$ cat config.mk
export PLATFORM = sky130hd
export DESIGN_NAME = fetch_stage
export DESIGN_NICKNAME = d
export VERILOG_FILES = /design/src/rtl/fetch_stage.sv
export SDC_FILE = /design/constraint.sdc
export NUM_CORES = 1
export LEC_CHECK = 0
export CAP_MARGIN = 25
export CORE_MARGIN = 2
export CORE_UTILIZATION = 43
export DETAILED_ROUTE_END_ITERATION = 10
export GPL_TIMING_DRIVEN = 0
export PLACE_DENSITY = 0.78
export SLEW_MARGIN = 40
export SYNTH_ARGS = -nofsm -noshare
export SYNTH_HDL_FRONTEND = slang
export SYNTH_SLANG_ARGS = --single-unit
$ cat constraint.sdc
create_clock -name clk -period 6.6 [get_ports clk]
set_input_delay 0.66 -clock clk [delete_from_list [all_inputs] [get_ports clk]]
set_output_delay 0.66 -clock clk [all_outputs]
set_load 0.02 [all_outputs]
$ cat src/rtl/fetch_stage.sv
// fetch_stage: RV32I instruction fetch stage.
//
// Owns the program counter and fetches one word at a time from instruction memory
// (valid/ready request, valid-only in-order response, at most one request outstanding).
// Fetched words are buffered in a 2-entry FIFO together with their PC and presented
// to decode with opcode/funct3 pre-extracted. A redirect from execute empties the
// FIFO, reloads the PC and causes any in-flight response to be discarded.
//
// Ports:
//   clk, rst                         clock, asynchronous active-high reset
//   imem_req_valid/ready, imem_addr  fetch request (word address)
//   imem_rsp_valid, imem_rsp_data    fetch response
//   redirect_valid, redirect_pc      control-flow redirect (pc[1:0] forced to 0)
//   id_valid/ready                   decode handshake on the FIFO head
//   id_instr, id_pc, id_pc_plus4     head instruction, its PC, PC + 4
//   id_opcode, id_funct3             instr[6:0], instr[14:12]
//   perf_fetched, perf_stall         only with FETCH_PERF_CNT_EN defined
//
// Configuration macro: FETCH_PERF_CNT_EN adds the push and decode-stall counters.
// Parameters: RESET_PC (reset program counter), FIFO_DEPTH (only 2 is supported).
module fetch_stage #(
  parameter logic [31:0] RESET_PC   = 32'h0000_0000,
  parameter int unsigned FIFO_DEPTH = 2
) (
  input  logic        clk,
  input  logic        rst,
  output logic        imem_req_valid,
  input  logic        imem_req_ready,
  output logic [31:0] imem_addr,
  input  logic        imem_rsp_valid,
  input  logic [31:0] imem_rsp_data,
  input  logic        redirect_valid,
  input  logic [31:0] redirect_pc,
  output logic        id_valid,
  input  logic        id_ready,
  output logic [31:0] id_instr,
  output logic [31:0] id_pc,
  output logic [31:0] id_pc_plus4,
  output logic [6:0]  id_opcode,
  output logic [2:0]  id_funct3
`ifdef FETCH_PERF_CNT_EN
  ,
  output logic [31:0] perf_fetched,
  output logic [31:0] perf_stall
`endif
);

  localparam logic [1:0] FullCount = 2'(FIFO_DEPTH);

  typedef enum logic [1:0] {
    StReq,
    StWait,
    StDrain
  } state_e;

  state_e      r_state, w_state_next;
  logic [31:0] r_pc, w_pc_next;
  logic [31:0] r_req_pc;          // PC of the outstanding request
  logic [31:0] r_fifo_instr [2];
  logic [31:0] r_fifo_pc    [2];
  logic        r_rd_ptr, r_wr_ptr;
  logic [1:0]  r_count;

  logic        w_handshake;
  logic        w_push;
  logic        w_pop;
  logic [31:0] w_redirect_target;
  logic        w_unused;

  assign w_redirect_target = {redirect_pc[31:2], 2'b00};
  assign w_unused          = ^redirect_pc[1:0];

  // In REQ nothing is in flight, so the issue rule reduces to FIFO room.
  assign imem_req_valid = ~rst & (r_state == StReq) & (r_count < FullCount);
  assign imem_addr      = r_pc;
  assign w_handshake    = imem_req_valid & imem_req_ready;

  always_comb begin
    w_state_next = r_state;
    w_pc_next    = r_pc;
    w_push       = 1'b0;
    w_pop        = id_valid & id_ready & ~redirect_valid;
    case (r_state)
      StReq: begin
        if (w_handshake) begin
          w_pc_next    = r_pc + 32'd4;
          w_state_next = StWait;
        end
      end
      StWait: begin
        if (imem_rsp_valid) begin
          w_push       = ~redirect_valid;
          w_state_next = StReq;
        end
      end
      StDrain: begin
        if (imem_rsp_valid) w_state_next = StReq;
      end
      default: w_state_next = StReq;
    endcase

    // Redirect overrides everything decided above.
    if (redirect_valid) begin
      w_pc_next = w_redirect_target;
      case (r_state)
        StReq:           w_state_next = w_handshake ? StDrain : StReq;
        StWait, StDrain: w_state_next = imem_rsp_valid ? StReq : StDrain;
        default:         w_state_next = StReq;
      endcase
    end
  end

  always_ff @(posedge clk or posedge rst) begin
    if (rst) begin
      r_state  <= StReq;
      r_pc     <= RESET_PC;
      r_req_pc <= RESET_PC;
    end else begin
      r_state <= w_state_next;
      r_pc    <= w_pc_next;
      if (w_handshake) r_req_pc <= r_pc;
    end
  end

  // Two-entry FIFO. When full, a push always comes with a pop, so writing the slot
  // under the write pointer (which then equals the read pointer) never loses data.
  always_ff @(posedge clk or posedge rst) begin
    if (rst) begin
      for (int i = 0; i < 2; i++) begin
        r_fifo_instr[i] <= '0;
        r_fifo_pc[i]    <= '0;
      end
      r_rd_ptr <= 1'b0;
      r_wr_ptr <= 1'b0;
      r_count  <= '0;
    end else if (redirect_valid) begin
      r_rd_ptr <= 1'b0;
      r_wr_ptr <= 1'b0;
      r_count  <= '0;
    end else begin
      if (w_push) begin
        r_fifo_instr[r_wr_ptr] <= imem_rsp_data;
        r_fifo_pc[r_wr_ptr]    <= r_req_pc;
        r_wr_ptr               <= ~r_wr_ptr;
      end
      if (w_pop) r_rd_ptr <= ~r_rd_ptr;
      case ({w_push, w_pop})
        2'b10:   r_count <= r_count + 2'd1;
        2'b01:   r_count <= r_count - 2'd1;
        default: r_count <= r_count;
      endcase
    end
  end

  assign id_valid    = (r_count != 2'd0);
  assign id_instr    = r_fifo_instr[r_rd_ptr];
  assign id_pc       = r_fifo_pc[r_rd_ptr];
  assign id_pc_plus4 = id_pc + 32'd4;
  assign id_opcode   = id_instr[6:0];
  assign id_funct3   = id_instr[14:12];

`ifdef FETCH_PERF_CNT_EN
  logic [31:0] r_perf_fetched;
  logic [31:0] r_perf_stall;

  always_ff @(posedge clk or posedge rst) begin
    if (rst) begin
      r_perf_fetched <= '0;
      r_perf_stall   <= '0;
    end else begin
      if (w_push) r_perf_fetched <= r_perf_fetched + 32'd1;
      if (id_ready & ~id_valid) r_perf_stall <= r_perf_stall + 32'd1;
    end
  end

  assign perf_fetched = r_perf_fetched;
  assign perf_stall   = r_perf_stall;
`endif

endmodule

### After elaboration in Yosys (flattened, before gate mapping)

Cells that the tools add are included.

| storage, ports and cells | value |
|---|---|
| register bits after elaboration | 198 |
| input port bits | 70 |
| output and inout port bits | 140 |
| word-level logic and storage cells | 75 |

| operators by class | value |
|---|---|
| add/sub/neg operators | 4 |
| magnitude comparators | 4 |
| eq/ne operators | 6 |
| multiplexer cells | 28 |
| bitwise operators | 11 |
| reductions and logical operators | 12 |

Operator list:

| kind | count |
|---|---|
| 32-bit two-way mux | 10 |
| 64-bit bitwise mux | 2 |
| 32-bit by 3-bit adder with 32-bit output (second input constant) | 2 |
| 32-bit demux with 1-bit select | 1 |
| 2-bit two-way mux | 6 |
| 2-bit case mux with 2 select lines | 3 |
| 2-bit nonzero test | 5 |
| 1-bit two-way mux | 6 |
| 2-bit AND reduction | 3 |
| 1-bit AND | 5 |
| 2-bit by 1-bit == test with 1-bit output (second input constant) | 2 |
| 2-bit == test (second input constant) | 2 |
| 2-bit >= comparator (second input constant) | 2 |
| 1-bit inverter | 4 |
| 1-bit inverter with 2-bit output | 2 |
| 3-bit by 1-bit != test with 1-bit output (second input constant) | 1 |
| 3-bit != test (second input constant) | 1 |
| 3-bit nonzero test | 1 |
| 2-bit by 1-bit adder with 2-bit output (second input constant) | 1 |
| 2-bit logical NOT | 1 |
| 2-bit by 1-bit < comparator with 1-bit output (second input constant) | 1 |
| 2-bit < comparator (second input constant) | 1 |
| 2-bit OR reduction | 1 |
| 2-bit by 1-bit subtractor with 2-bit output (second input constant) | 1 |
| 1-bit logical AND | 1 |

### Depth between registers and ports, before layout

Gate-level depths: netlist of the first run.

| depth | value |
|---|---|
| depth after elaboration | 7 |
| gate-level depth with buffers | 11 |
| depth with buffers taken out | 7 |

### Worst setup path before layout of the first run

OpenSTA, ideal clock, no wires.

| path | value |
|---|---|
| path type | register -> output |
| from | reg r_rd_ptr |
| to | out id_pc_plus4[30] |
| arrival time | 2948 ps |
| setup slack | 2992 ps |
| cell stages (with the launch flop) | 12 |
| cells stage by stage | dfrtp_1 buf_6 buf_6 clkbuf_1 buf_2 mux2i_1 inv_1 ha_1 a21boi_2 nand4_4 nor4_2 xor2_1 |

| on the way | value |
|---|---|
| longest elaborated chain between the ends | 5 |

RTL lines:

| element | line | source |
|---|---|---|
| start, declared | 61 | `logic r_rd_ptr, r_wr_ptr;` |
| start signal, assigned | 146 | `if (w_pop) r_rd_ptr <= ~r_rd_ptr;` |
| 1-bit inverter with 2-bit output (not written as such) | 157 | `assign id_pc = r_fifo_pc[r_rd_ptr];` |
| 32-bit two-way mux (not written as such) (3 in series) | 157 |  |
| net id_pc[2] | 37 | `output logic [31:0] id_pc,` |
| 32-bit by 3-bit adder with 32-bit output | 158 | `assign id_pc_plus4 = id_pc + 32'd4;` |
| end, declared | 38 | `output logic [31:0] id_pc_plus4,` |

The timed path passes the listed nets, and every way through them passes these cells. The select of a mux whose other input is x is not followed.

### Final worst setup path of the first run

| path | value |
|---|---|
| from | reg r_rd_ptr |
| to | out id_pc_plus4[30] |

| on the way | value |
|---|---|
| longest elaborated chain between the ends | 5 |

RTL lines:

| element | line |
|---|---|
| 1-bit inverter with 2-bit output (not written as such) | 157 |
| 32-bit two-way mux (not written as such) (3 in series) | 157 |
| 32-bit by 3-bit adder with 32-bit output | 158 |

No other way between the ends. The select of a mux whose other input is x is not followed.

==> results of run 1 <==
placed cells by master (no fill, tap or decap), types with 3 or more instances in the layout:
| cell type | instances |
|---|---|
| conb_1 | 6 |
| xnor2_1 | 26 |
| mux2_2 | 205 |
| ha_1 | 5 |
| clkdlybuf4s50_1 | 201 |
| clkbuf_16 | 17 |
| dfrtp_1 | 190 |
| nand2b_1 | 3 |
| a21oi_4 | 3 |
| nand2_1 | 69 |
| nand4_1 | 22 |
| buf_4 | 16 |
| and4_1 | 4 |
| clkinv_4 | 3 |
| clkinv_2 | 3 |
| nor2_1 | 23 |
| nand3_1 | 13 |
| and2_1 | 4 |
| nand4_4 | 3 |
| clkbuf_1 | 17 |
| buf_2 | 21 |
| and3_1 | 5 |
| o21ai_0 | 33 |
| a31oi_1 | 5 |
| mux2i_1 | 12 |
| inv_1 | 16 |
| nor3_1 | 10 |
| nand4b_1 | 3 |
| xor2_1 | 33 |
metrics by stage:
stage | TNS, ns | hold slack (ns) | instance area [µm²]
2_1_floorplan | 0 | 0.4737 | 9447
3_3_place_gp | -324.17 | 0.4804 | 11810
3_5_place_dp | 0 | 0.4873 | 11870
4_1_cts | 0 | 0.5017 | 12460
5_1_grt | 0 | 0.5149 | 12460
6_report | 0 | 0.5005 | 12460
power by group:
part / internal [µW] / total [µW] / switching [µW]
clock: 584 / 1030 / 446
sequential: 1460 / 1680 / 227
combinational: 972 / 1820 / 847
total: 3010 / 4530 / 1520
worst max-delay path by stage:
stage,from,end,slack (ns),cells after the start
6_report,r_rd_ptr,id_pc_plus4[30],1.59,12
5_1_grt,r_rd_ptr,id_pc_plus4[30],1.32,12
4_1_cts,r_rd_ptr,id_pc_plus4[30],1.47,12
3_5_place_dp,r_rd_ptr,id_pc_plus4[30],1.93,12
3_3_place_gp,rst,r_fifo_instr[56],-1.72,2
2_1_floorplan,rst,imem_addr[10],0.77,1
final cells by class:
cell class	count	area (µm²)
inverter	17	71.32
tap	280	350.3
buffer	55	324.1
clock inverter	11	130.1
fill	1782	9226
timing repair buffer	203	2067
multi-input combinational	510	4304
clock buffer	21	460.4
sequential	190	4755
worst max-delay path: cells and delay by family, from the launching register on:
kind                     cells  cell delay (ns)
AND/OR/NAND/NOR              2             0.62
adder cells (fa/ha/maj)      1             0.18
flip-flops                   1             0.34
buffers and inverters        6             2.03
AO/OA/AOI/OAI                1             0.40
XOR/XNOR                     1             0.17
multiplexers                 1             0.17
registers in the layout, summed over array words and instances, names as in the netlist:
register	cells
r_req_pc	30
r_rd_ptr	1
r_fifo_pc	60
r_wr_ptr	1
imem_addr	30
r_state	2
r_fifo_instr	64
r_count	2
metal layers:
metal	vias up	GRT usage (%)	share of wire, %
li1	3132	-	-
met3	31	3.793	4.0
met5	-	0	0
met1	3316	27.36	47
met2	193	31.64	48
met4	0	6.498	1.9
Yosys cell counts (all sizes together) (2+ instances only):
master    n
a21boi    2
a21oi     5
a31oi     5
and2      4
and3      5
and4      4
buf      40
clkbuf   15
dfrtp   190
ha        5
inv      17
mux2    206
mux2i    12
nand2    69
nand2b    3
nand3    13
nand3b    2
nand4    26
nand4b    5
nor2     23
nor2b     2
nor3     11
nor4      3
o21ai    35
xnor2    26
xor2     33
cells by family after synthesis:
family                     Yosys count
AOI/OAI and AO/OA                   49
xor gates and xnor gates            59
adders and majority gates            5
buffers and inverters               72
DFF                                190
muxes                              218
other                                1
and+or+nand+nor                    173
==> flow_summary.ini, run 1 <==
[die]
io-pin-count = 210
die_width_um = 152.1
start_util_pct = 43.47
rows = 54
dieArea_um2 = 23130
die_y_um = 152.1
core_area_um2 = 21690

[worst_hold_path]
min-delay-start = r_fifo_instr[17]
holdPathStages = 1
hp-class = reg -> reg
hold_end = r_fifo_instr[17]

[synthesis]
syn_area_per_cell_um2 = 12.29
synth-simple-area-share_pct = 10.02
ys_types = 45
synth_area_leaders = dfrtp_1 50%, mux2_2 24%, xor2_1 3.1%
async_flop_share_pct = 100.0
synth_top_flop_cell = dfrtp_1
synthAdderAreaFrac_pct = 0.6636
synthesis.instances = 767
muxShareOfSynthArea_pct = 25.92
ys.warnings.count = 0
synth_compound_area_share_pct = 3.331
seq_area_frac_synth_pct = 50.43
ys_seq_elements = 190
synth_top_area_share_pct = 50.43
synth_area_um2 = 9428
synth_xor_area_share_pct = 5.481
synth-edff-count = 0
synth_top_family_by_area = multiplexers
synth_largest_area_cell = dfrtp_1

[critical_path]
cp-end-kind = output port
cp_common_cell = buf_6
r2r-end = r_fifo_pc[25]
reg2reg_slack_ns = 4.22
cp_cell_sequence = buf_6 > buf_6 > clkbuf_1 > buf_2 > mux2i_1 > inv_1 > ha_1 > a21boi_2 > nand4_4 > nor4_2 > xor2_1 > clkdlybuf4s50_1
worstSetupPathType = reg -> out
cp_slowest_cell = clkdlybuf4s50_1
startpoint_type = flip-flop
required_ns = 5.94
worst_r2r_path_depth = 6
slowest_delay_ns = 0.62
rr_startpoint = r_state[0]
arrival_ns = 4.35
critPathMaxFanout = 10

[cells_and_area]
antenna_cells = 0
final_cells = 1287
drive_gt1_share_pct = 29.39
area_delta_synth_final_pct = 32.18
nNetsFinal = 1069
fin_util_pct = 57.46

[clock_tree]
clock-sinks = 190
ctsRootBufferMaster = clkbuf_16
postCtsSetupRepairBufs = 0
ctsHtreeMaxLevel = 4
cts-resized-gates = 0
clkTransAtPathRegs_ns = 0.06
clk_path_buf_depth = 2
cts_buffers = 17
cts_tree = yes
clk_latency_ns = 0.43
hold_buffers = 0

[sta]
layout_setup_ws_ns = 1.591
worst_pin_slew_ns = 0.7368
fmax_mhz = 199.6
rsz0062_at_grt = no
drv_slew = 0
layout_min_cycle_time_ns = 5.009
setup_viol = 0
maxSlewHeadroom_pct = 50.61
fin_crit_sh_pct = 75.89
hold_violations = 0
skew_ns = 0.009044

[grt]
grt_max_degree = 77
antenna_found_initial = 0
grt_pass1_wl_mm = 36.80
grtUsageTotal_pct = 19.81
grt-ovfl-total = 0
grt_pass1_vias = 6875

[place]
place_congestion = 0.8275
dpl.cell_count = 1255
hpwl_mm = 16.78
io_buffers = 201
pre_cts_ws_ns = 1.927

[drt]
drt_iter0_drc = 270
drc = 0
vias = 6672
ant_nets = 0
dr.pass1.iters = 4
via_per_inst = 5.184
wire_per_inst_um = 17.61
routed_wirelength_mm = 22.66

[pwr]
vdd_drop_max_uv = 173.2
p_total_uw = 4531
cellLeakagePower_uw = 0.005605
p_per_area_nw_per_um2 = 363.6

[outcome]
status = finished, final reports clean

[run]
drv_cap = 0
Note: power is estimated with default switching activity, not from simulation.
==> run 2: changes to the inputs <==
==> constraint.sdc (replaced) <==
create_clock -name clk -period 4.8 [get_ports clk]
set_input_delay 0.48 -clock clk [delete_from_list [all_inputs] [get_ports clk]]
set_output_delay 0.48 -clock clk [all_outputs]
set_load 0.02 [all_outputs]
==> flow_summary.ini, run 2 (same netlist as run 1, synthesis figures left out) <==
[drt]
dr_wl_met3_um = 941
wire_per_inst_um = 17.81
ant_nets = 0
vias = 6705
top_layer = met4
wl_met2_mm = 11.03
routed_wirelength_mm = 23.00
drt_iter0_drc = 342
dr.pass1.iters = 4
drc = 0
m1WireLength_mm = 10.50
via_per_inst = 5.194

[clock_tree]
cts-resized-gates = 0
ctsRootBufferMaster = clkbuf_16
cts_buffers = 17
cts_tree = yes
clock-sinks = 190
clk_path_buf_depth = 2
hold_buffers = 0
clkTransAtPathRegs_ns = 0.07
postCtsSetupRepairBufs = 0
clk_latency_ns = 0.42
ctsHtreeMaxLevel = 4

[sta]
layout_min_cycle_time_ns = 4.283
drv_slew = 0
maxSlewHeadroom_pct = 58.37
fin_setup_tns_ns = 0
skew_ns = 0.01180
hold_ws_ns = 0.4655
hold_violations = 0
rsz0062_at_grt = no
worst_pin_slew_ns = 0.6244
setup_viol = 0
fin_crit_sh_pct = 89.22
fmax_mhz = 233.5

[grt]
grt-ovfl-total = 0
grt_pass1_wl_mm = 37.39
grt_pass1_vias = 6958
antenna_found_initial = 0
grtUsageTotal_pct = 20.15
grt_max_degree = 27

[die]
start_util_pct = 43.47
die_y_um = 152.1
core_area_um2 = 21690
dieArea_um2 = 23130
io-pin-count = 210
rows = 54
die_width_um = 152.1

[cells_and_area]
nNetsFinal = 1074
antenna_cells = 0
n_fill_cell = 1797
area.sequential_um2 = 4755
multi_input_area_um2 = 4310
fin_area_um2 = 12630
area_delta_synth_final_pct = 33.98
mostFrequentLayoutCell = mux2_2
final_cells = 1291
drive_gt1_share_pct = 29.87
mostFrequentLayoutCells = 205 x mux2_2, 201 x clkdlybuf4s50_1, 190 x dfrtp_1
largest_reg_flops = 64
fin_util_pct = 58.24
largest_register = r_fifo_instr
reg.largest.list = r_fifo_instr x64, r_fifo_pc x60

[critical_path]
arrival_ns = 3.80
critPathMaxFanout = 19
cp-end-kind = output port
worstSetupPathType = reg -> out
rr_startpoint = r_state[0]
startpoint_type = flip-flop
r2r-end = r_fifo_pc[21]
slowest_delay_ns = 0.62
cp_common_cell = buf_6
reg2reg_slack_ns = 2.33
cp_slowest_cell = clkdlybuf4s50_1
cp_cell_sequence = buf_6 > buf_6 > buf_2 > mux2i_1 > inv_1 > ha_1 > a21boi_2 > nand4_4 > nor4_2 > xor2_1 > clkdlybuf4s50_1
worst_r2r_path_depth = 6
required_ns = 4.32

[outcome]
status = finished, final reports clean

[pwr]
p_per_area_nw_per_um2 = 503.9
vdd_drop_max_uv = 223.3
cellLeakagePower_uw = 0.005675

[place]
hpwl_mm = 17.34
place_congestion = 0.7945
io_buffers = 201
placed_cell_area_um2 = 12000
dpl.cell_count = 1261

[worst_hold_path]
hp-class = in -> async

[run]
drv_cap = 0
[run 2: changes by cell type in the layout (fill, tap and decap cells not counted), sizes merged]
cell / before / now
bufinv: 2 / 4
clkinvlp: 0 / 1
buf: 42 / 48
clkinv: 6 / 2
clkbuf: 36 / 34
inv: 20 / 21
[run 2: power by group]
part           switching, µW  internal [µW]
Clock                    618            908
Combinational           1170           1350
Sequential               318           2000
Total                   2110           4260
[run 2: worst max-delay path by stage]
stage                     slack [ns]  cells after the start         endpoint      from
after detailed placement        0.24                     12  id_pc_plus4[30]  r_rd_ptr
after global routing            0.28                     11  id_pc_plus4[30]  r_rd_ptr
after floorplan                 1.37                     11  id_pc_plus4[30]  r_rd_ptr
final                           0.52                     11  id_pc_plus4[30]  r_rd_ptr
after CTS                       0.43                     11  id_pc_plus4[30]  r_rd_ptr
after global placement          0.27                     12  id_pc_plus4[30]  r_rd_ptr
[run 2: per-layer routing]
metal	track usage, %	vias up
li1	-	3133
met1	27.33	3342
met2	33.05	200
met3	3.366	30
met4	6.765	0
met5	0	-
[run 2: final cells by class]
type / count / area share, %
Multi-Input combinational cell: 510 / 34.13
Clock inverter: 11 / 1.397
Timing Repair Buffer: 209 / 17.37
Clock buffer: 20 / 3.616
Inverter: 17 / 0.5349
Sequential cell: 190 / 37.64
Buffer: 54 / 2.536
Tap cell: 280 / 2.774
[run 2: critical path: cells and delay by family, from the launching register on]
| family | cells | cell delay [ns] |
|---|---|---|
| XOR/XNOR | 1 | 0.17 |
| flip-flops | 1 | 0.34 |
| adder cells (fa/ha/maj) | 1 | 0.19 |
| AO/OA/AOI/OAI | 1 | 0.39 |
| buffers and inverters | 5 | 1.49 |
| AND/OR/NAND/NOR | 2 | 0.61 |
| multiplexers | 1 | 0.20 |
[run 2: stage by stage]
stage	power, µW	setup WS, ns
after floorplan	3710	1.372
after global placement	4793	0.2733
after detailed placement	4877	0.2408
after CTS	6420	0.4323
after global routing	6668	0.2776
final	6365	0.5174
